==> src/rtl/spram_arb_if.sv <==
// Bus bundle between the two requesters, the spram_arb arbiter and the single-port RAM.
// The slave modport is the arbiter's view; the master modport is the requester/RAM side.
interface spram_arb_if #(
    parameter int DATA_WIDTH = 8,
    parameter int DATA_DEPTH = 256
);
    localparam int AW = $clog2(DATA_DEPTH);

    logic [1:0]              req_valid;
    logic [1:0]              req_wr;
    logic [2*AW-1:0]         req_addr;
    logic [2*DATA_WIDTH-1:0] req_wdata;
    logic [1:0]              req_ready;
    logic [1:0]              rsp_valid;
    logic [DATA_WIDTH-1:0]   rsp_rdata;
    logic                    ram_en;
    logic                    ram_wr_en;
    logic [AW-1:0]           ram_addr;
    logic [DATA_WIDTH-1:0]   ram_wr_data;
    logic [DATA_WIDTH-1:0]   ram_rd_data;

    modport slave (
        input  req_valid, req_wr, req_addr, req_wdata, ram_rd_data,
        output req_ready, rsp_valid, rsp_rdata, ram_en, ram_wr_en, ram_addr, ram_wr_data
    );

    modport master (
        output req_valid, req_wr, req_addr, req_wdata, ram_rd_data,
        input  req_ready, rsp_valid, rsp_rdata, ram_en, ram_wr_en, ram_addr, ram_wr_data
    );
endinterface

==> src/rtl/spram_arb.sv <==
// Two-requester arbiter in front of a single-port RAM with one-cycle read latency.
// Define SPRAM_ARB_ROUND_ROBIN_EN for round-robin tie-breaking; otherwise requester 0 wins ties.
module spram_arb #(
    parameter int DATA_WIDTH = 8,
    parameter int DATA_DEPTH = 256
) (
    input  logic      clk,
    input  logic      rst,
    spram_arb_if.slave bus
);
    localparam int AW = $clog2(DATA_DEPTH);

    logic [1:0]            w_grant;
    logic                  w_accept;
    logic                  w_gid;
    logic                  w_sel_wr;
    logic [AW-1:0]         w_sel_addr;
    logic [DATA_WIDTH-1:0] w_sel_wdata;
    logic                  r_rd_pending;
    logic                  r_rd_id;
`ifdef SPRAM_ARB_ROUND_ROBIN_EN
    logic                  r_last_grant;
`endif

    // Grant selection: single requester wins outright, ties use the configured policy.
    always_comb begin
        w_grant = 2'b00;
        if (rst) begin
            w_grant = 2'b00;
        end else begin
            case (bus.req_valid)
                2'b01:   w_grant = 2'b01;
                2'b10:   w_grant = 2'b10;
`ifdef SPRAM_ARB_ROUND_ROBIN_EN
                2'b11:   w_grant = r_last_grant ? 2'b01 : 2'b10;
`else
                2'b11:   w_grant = 2'b01;
`endif
                default: w_grant = 2'b00;
            endcase
        end
    end

    assign w_accept      = |w_grant;
    assign w_gid         = w_grant[1];
    assign w_sel_wr      = w_gid ? bus.req_wr[1] : bus.req_wr[0];
    assign w_sel_addr    = w_gid ? bus.req_addr[2*AW-1:AW] : bus.req_addr[AW-1:0];
    assign w_sel_wdata   = w_gid ? bus.req_wdata[2*DATA_WIDTH-1:DATA_WIDTH]
                                 : bus.req_wdata[DATA_WIDTH-1:0];
    assign bus.req_ready = w_grant;

    // RAM port mux: granted requester drives the RAM, everything is zero otherwise.
    always_comb begin
        bus.ram_en      = 1'b0;
        bus.ram_wr_en   = 1'b0;
        bus.ram_addr    = {AW{1'b0}};
        bus.ram_wr_data = {DATA_WIDTH{1'b0}};
        if (w_accept) begin
            bus.ram_en      = 1'b1;
            bus.ram_wr_en   = w_sel_wr;
            bus.ram_addr    = w_sel_addr;
            bus.ram_wr_data = w_sel_wdata;
        end else begin
            bus.ram_en      = 1'b0;
        end
    end

    // Outstanding-read tracking and last-grant history.
    always_ff @(posedge clk) begin
        if (rst) begin
            r_rd_pending <= 1'b0;
            r_rd_id      <= 1'b0;
`ifdef SPRAM_ARB_ROUND_ROBIN_EN
            r_last_grant <= 1'b1;
`endif
        end else begin
            r_rd_pending <= w_accept & ~w_sel_wr;
            if (w_accept && !w_sel_wr) begin
                r_rd_id <= w_gid;
            end else begin
                r_rd_id <= r_rd_id;
            end
`ifdef SPRAM_ARB_ROUND_ROBIN_EN
            if (w_accept) begin
                r_last_grant <= w_gid;
            end else begin
                r_last_grant <= r_last_grant;
            end
`endif
        end
    end

    // Response strobe comes from the pending register; masking with rst kills a
    // response that would otherwise land in the first reset cycle.
    always_comb begin
        bus.rsp_valid = 2'b00;
        bus.rsp_rdata = {DATA_WIDTH{1'b0}};
        if (r_rd_pending && !rst) begin
            bus.rsp_valid = r_rd_id ? 2'b10 : 2'b01;
            bus.rsp_rdata = bus.ram_rd_data;
        end else begin
            bus.rsp_valid = 2'b00;
        end
    end
endmodule
==> src/flat_wrapper.sv <==
// flat-port wrapper written by rule: the top's interface ports become plain ports
module spram_arb_flat 
#(
    parameter int DATA_WIDTH = 8,
    parameter int DATA_DEPTH = 256
)
  (clk, rst, bus_req_valid, bus_req_wr, bus_req_addr, bus_req_wdata, bus_ram_rd_data, bus_req_ready, bus_rsp_valid, bus_rsp_rdata, bus_ram_en, bus_ram_wr_en, bus_ram_addr, bus_ram_wr_data);
  spram_arb_if #(.DATA_WIDTH(DATA_WIDTH), .DATA_DEPTH(DATA_DEPTH)) bus_i ();
  input  logic clk;
  input  logic rst;
  input wire logic [$bits(bus_i.req_valid)-1:0] bus_req_valid;
  input wire logic [$bits(bus_i.req_wr)-1:0] bus_req_wr;
  input wire logic [$bits(bus_i.req_addr)-1:0] bus_req_addr;
  input wire logic [$bits(bus_i.req_wdata)-1:0] bus_req_wdata;
  input wire logic [$bits(bus_i.ram_rd_data)-1:0] bus_ram_rd_data;
  output wire logic [$bits(bus_i.req_ready)-1:0] bus_req_ready;
  output wire logic [$bits(bus_i.rsp_valid)-1:0] bus_rsp_valid;
  output wire logic [$bits(bus_i.rsp_rdata)-1:0] bus_rsp_rdata;
  output wire logic [$bits(bus_i.ram_en)-1:0] bus_ram_en;
  output wire logic [$bits(bus_i.ram_wr_en)-1:0] bus_ram_wr_en;
  output wire logic [$bits(bus_i.ram_addr)-1:0] bus_ram_addr;
  output wire logic [$bits(bus_i.ram_wr_data)-1:0] bus_ram_wr_data;
  assign bus_i.req_valid = bus_req_valid;
  assign bus_i.req_wr = bus_req_wr;
  assign bus_i.req_addr = bus_req_addr;
  assign bus_i.req_wdata = bus_req_wdata;
  assign bus_i.ram_rd_data = bus_ram_rd_data;
  assign bus_req_ready = bus_i.req_ready;
  assign bus_rsp_valid = bus_i.rsp_valid;
  assign bus_rsp_rdata = bus_i.rsp_rdata;
  assign bus_ram_en = bus_i.ram_en;
  assign bus_ram_wr_en = bus_i.ram_wr_en;
  assign bus_ram_addr = bus_i.ram_addr;
  assign bus_ram_wr_data = bus_i.ram_wr_data;
  spram_arb #(.DATA_WIDTH(DATA_WIDTH), .DATA_DEPTH(DATA_DEPTH)) u_core (.clk(clk), .rst(rst), .bus(bus_i));
endmodule
==> config.mk <==
export PLATFORM = sky130hd
export DESIGN_NAME = spram_arb_flat
export DESIGN_NICKNAME = d
export VERILOG_FILES = /design/src/rtl/spram_arb_if.sv /design/src/rtl/spram_arb.sv /design/src/flat_wrapper.sv
export SDC_FILE = /design/constraint.sdc
export NUM_CORES = 1
export LEC_CHECK = 0
export CAP_MARGIN = 20
export CORE_MARGIN = 2
export CORE_UTILIZATION = 19
export DETAILED_ROUTE_END_ITERATION = 8
export MAX_ROUTING_LAYER = met4
export PLACE_DENSITY = 0.75
export SLEW_MARGIN = 20
export SYNTH_ARGS = -nofsm -noshare
export SYNTH_HDL_FRONTEND = slang
export SYNTH_SLANG_ARGS = --single-unit
==> constraint.sdc <==
create_clock -name clk -period 2 [get_ports clk]
set_clock_uncertainty 0.05 [all_clocks]
set_input_delay 0.6 -clock clk [delete_from_list [all_inputs] [get_ports clk]]
set_output_delay 0.6 -clock clk [all_outputs]
set_load 0.005 [all_outputs]
==> results <==
power groups by stage:
stage	Clock (W)	Sequential [W]	Combinational, W
2_1_floorplan	0	0.0000434	0.0000559
3_3_place_gp	0	0.0000436	0.000216
3_5_place_dp	0	0.0000437	0.000220
4_1_cts	0.0000967	0.0000432	0.000226
5_1_grt	0.000107	0.0000435	0.000233
6_report	0.0000946	0.0000431	0.000218
kinds of logic (layout without fill, tap and decap cells):
| logic type | count (synthesis) | after routing |
|---|---|---|
| simple gates | 20 | 20 |
| compound gates | 19 | 19 |
| buf+inv | 6 | 99 |
| flops | 2 | 2 |
final timing paths:
check | startpoint | to | slack [ps] | cells after the start
worst max-delay path | bus_req_valid[1] | bus_ram_wr_data[2] | -70 | 6
worst max register to register | u_core.r_rd_id | u_core.r_rd_id | 1190 | 2
worst min register to register | u_core.r_rd_id | u_core.r_rd_id | 600 | 2
worst min-delay path | u_core.r_rd_id | u_core.r_rd_id | 600 | 2
flip-flops by register name, summed over array words and instances, names as in the netlist:
register,count
u_core.r_rd_pending,1
u_core.r_rd_id,1
metrics by stage:
stage / setup slack, ps / power [W] / std cells / TNS [ps] / instance area, um^2
6_report: -68.0 / 0.000355 / 167 / -337 / 1280
2_1_floorplan: 131 / 0.0000993 / 47 / 0 / 395
3_5_place_dp: -825 / 0.000264 / 154 / -22080 / 1220
3_3_place_gp: -793 / 0.000260 / 154 / -21300 / 1220
5_1_grt: -86.3 / 0.000383 / 167 / -513 / 1280
4_1_cts: -78.5 / 0.000366 / 169 / -568 / 1270
area by class of cell:
class                      instances  area, um^2  area share [%]
tap                               27        33.8            2.64
multi-input combinational         39         324            25.4
inverter                           1        5.00           0.392
clock buffer                       3        22.5            1.76
sequential                         2        40.0            3.13
timing repair buffer              95         852            66.7
repair_timing:
action,CTS,global route
gates resized for setup,145,16
hold buffers,0,0
setup buffers,7,0
gates cloned,5,0
endpoints found under the setup margin,30,20
pin swaps,18,12
cell usage after synthesis, drive strengths merged:
master and instances:
a32o 18, and2 9, buf 5, nor2b 5
nor2 3, dfxtp 2, a21oi 1, clkinv 1
nor3b 1, or2b 1, or3b 1
layer usage:
layer  wire (um)  vias to the layer above
met5           0                        -
met4          65                        0
met3         298                        6
met2        1150                       66
met1        1050                      357
li1            -                      382
critical path, stage by stage:
cell	delay (ps)
buf_6	90
nor2b_4	130
buf_6	120
buf_6	110
a32o_1	230
buf_2	120
==> impl_metrics.toml <==
[synth]
yosysWarnings = 0
synth_top_area_share_pct = 45.6
syn-num-nets = 93
synthMuxAreaShare_pct = 0
netlist_area_um2 = 395
synth-seq-cells = 2
synth_cell_types = 12
yosysTopAreaCell = "a32o_1"
synthCells = 47
synth_top_family_by_area = "compound AO/OA/AOI/OAI gates"
avgSynthCellArea_um2 = 8.41
yosys.area_share.simple_pct = 31.0
synth-seq-area-share_pct = 10.1
synth_compound_area_share_pct = 46.8
synth_fa_ha_area_share_pct = 0
synth_xor_area_share_pct = 0
synth_area_leaders = "a32o_1 (46%), and2_1 (14%), dfxtp_1 (10%)"

[sta]
rsz0062_at_grt = "true"
max_freq_mhz = 484
hold_ws_ps = 601
final.setup.worst_slack_ps = -68.0
setup_violations = 8
maxSlewViolCount = 0
relSlewSlack_pct = 89.1
fin_crit_ps = 2070
hold_violations = 0
fin_crit_sh_pct = 103
worstMarginPinSlew_ps = 163

[floorplanning]
start_util_pct = 20.2
io_pins = 76
core.rowCount = 16
core_area_um2 = 1960
die_area_um2 = 2460
fp.dieH_um = 49.6
die_w_um = 49.6

[layout]
finalNetCount = 188
final_common_cell = "clkdlybuf4s50_1"
fillerInstances = 187
syn_to_final_growth_pct = 223
layout-drive-gt1-share_pct = 40.0
postLayoutCoreUtil_pct = 65.1
final_cell_mix = "clkdlybuf4s50_1 (27), buf_2 (24), a32o_1 (17)"
antenna_cells = 0

[clock_network]
cts.htree.levels = 1
cts_root_buffer = "clkbuf_4"
cts_buffers = 3
clk_pin_slew_ps = 30
clkSinkCount = 2
clock_path_buffers = 2
clock_latency_ps = 230
cts_tree = "done"

[drt]
drc = 0
via_per_inst = 4.86
dr.pass1.iters = 4
wirelength_um = 2560
vias = 811
ant_nets = 0
drt_iter0_drc = 20
wl_per_cell_um = 15.3

[flow_run]
drv_cap = 0

[grt]
gr-usage-met2_pct = 37.3
grt_pass1_wl_um = 4020
grt_pass1_vias = 864
grt_max_degree = 17
use_met3_pct = 7.58
grt_overflow = 0
antenna_found_initial = 0
grt_use_total_pct = 22.1
use_met1_pct = 22.8
grt.busiest_layer = "met2"

[critical_path]
cp_data_required_time_ps = 1350
cp-start-kind = "primary input"
end_kind = "primary output"
cp_data_arrival_time_ps = 1420
worstPathMaxFanout = 4
critical_path_class = "in2out"

[pwr]
swShare_pct = 27.6
p_seq_share_pct = 12.1
clockPowerShare_pct = 26.6
power_switching_w = 0.0000981
cellLeakagePower_nw = 0.711
comb_power_share_pct = 61.3
powerDensity_nw_per_um2 = 278
peakVddDrop_v = 0.000266
internal_power_w = 0.000257

[placed_design]
numPortBuffers = 75
hpwl_um = 1740
place.gp.congestion = 0.751

[status]
status = "finished with violations"
violations = "negative setup slack"

[hold_path]
hold_class = "reg2reg"
Power figures use the tool's default switching activity.
==> RTL edit: new RTL, same settings <==
`DATA_WIDTH` is set to 8 in 3 places; all go to 12.
--- a/src/rtl/spram_arb_if.sv
+++ b/src/rtl/spram_arb_if.sv
@@ -3,3 +3,3 @@
 interface spram_arb_if #(
-    parameter int DATA_WIDTH = 8,
+    parameter int DATA_WIDTH = 12,
     parameter int DATA_DEPTH = 256
--- a/src/rtl/spram_arb.sv
+++ b/src/rtl/spram_arb.sv
@@ -3,3 +3,3 @@
 module spram_arb #(
-    parameter int DATA_WIDTH = 8,
+    parameter int DATA_WIDTH = 12,
     parameter int DATA_DEPTH = 256
--- a/src/flat_wrapper.sv
+++ b/src/flat_wrapper.sv
@@ -3,3 +3,3 @@
 #(
-    parameter int DATA_WIDTH = 8,
+    parameter int DATA_WIDTH = 12,
     parameter int DATA_DEPTH = 256
Ports: changed (resized bus_ram_rd_data, bus_ram_wr_data, bus_req_wdata and bus_rsp_rdata); port bits go from 76 to 96. No check against the original RTL was run, so the function may have changed too.
==> RTL edit against the original RTL <==
The run still ends with setup timing left. Worst hold slack got worse by 0.018 ns. Setup slack better by 0.0030 ns. Critical path depth unchanged. Global-route usage rose by 2.8 points. Sequential cell count did not move. Fmax is 0.14% higher. Design area grew 33%. Total power rose by 23%. First-iteration DRC count up 25%. Routed wire length rose by 35%. Synthesized area up 13%. Final cell count increased by 22%. Critical path type unchanged. Largest cell class unchanged. Highest routed layer unchanged.
==> RTL edit: results (changes against the original RTL) <==
- Capture instance of the worst register-to-register path: u_core.r_rd_id
- Failing checks: setup timing
- DRC marker count from the first detailed-route iteration: 25 (+25%)
- Last weighted congestion value of the routability-driven placer: 0.799 (+6.4%)
- Post-synthesis net count: 115 (+24%)
- Maximum vdd drop: 0.379 mV (+42%)
- Net total in the final layout: 235 (+25%)
- Run status: finished, violations left
- Post-detailed-routing wire length: 3450 um (+35%)
- Synth cell count leaders: 22 x a32o_1, 13 x and2_1, 5 x nor2b_1
- Routed met1 length: 1380 um (+32%)
- Portion of the post-synthesis area used by sequential elements: 0.0896 (-0.0116)
- Pin count of the biggest net entering global routing: 12 (-5)
- Met3 usage: 0.0629 (-0.0129)
- Share of total power consumed by net switching: 0.270 (-0.00649)
- Worst hold-check slack: 0.583 ns (-0.0182 ns)
- Post-Synthesis Cells: 57 (+21%)
- Final number of setup-violating endpoints: 26 (+18)
- Detailed-placement wirelength estimate: 2210 um (+27%)
- GR Layer Usage met2: 0.431 (+0.0579)
- Wire length of the first global-routing pass: 4860 um (+21%)
- Capture point of the critical path: bus_ram_wr_data[3]
- Minimum setup slack after placement: -0.843 ns (-0.0181 ns)
- Routed WL per cell: 17.0 um (+11%)
- Number of port buffers: 95 (+27%)
- Overall Global Routing Usage: 0.250 (+0.0281)
- Compound-cell area share of the yosys netlist: 0.504 (+0.0358)
- Cell count after placement: 183 (+19%)
- Multi-input gate area in the final layout: 424 um2 (+31%)
- Vias in the first global route: 984 (+14%)
- Setup TNS after final layout: -1.01 ns (-0.674 ns)
- Proportion of layout cells with a drive suffix above 1: 0.486 (+0.0857)
- Total leakage power: 0.828 nW (+16%)
- Wire length on met2: 1680 um (+46%)
- Smallest setup slack after layout: -0.0651 ns (+0.00299 ns)
- Filler cell count in the final layout: 167 (-11%)
- Dominant cells by area after synthesis: a32o_1 49%, and2_1 18%, dfxtp_1 9.0%
- Wire length on met3: 392 um (+32%)
- Headroom to the max-slew limit: 0.901 (+0.0101)
## RTL edit: power groups by stage
stage	Sequential, mW	Combinational, mW	Clock (mW)
6_report	0.0434	0.305	0.0893
3_5_place_dp	0.0437	0.270	0
3_3_place_gp	0.0436	0.267	0
4_1_cts	0.0434	0.304	0.0948
5_1_grt	0.0434	0.322	0.0972
2_1_floorplan	0.0434	0.0619	0
## RTL edit: what timing repair did
action	in CTS	in global routing
pin swaps	25	7
setup buffers	13	1
gates resized for setup	201	17
setup endpoints to repair	38	32
hold buffers	0	0
endpoints found under the hold margin	0	0
cloned	4	0
## RTL edit: area by class of cell
class	count	area share
inverter	1	0.00369
tap	28	0.0207
multi-input combinational	47	0.250
timing repair buffer	122	0.688
clock buffer	3	0.0133
sequential	2	0.0236
## RTL edit: tightest hold or removal path, cell delays in order (launching register included)
cell and delay (ns):
dfxtp_1 0.34, nor2b_1 0.14, a32o_1 0.12
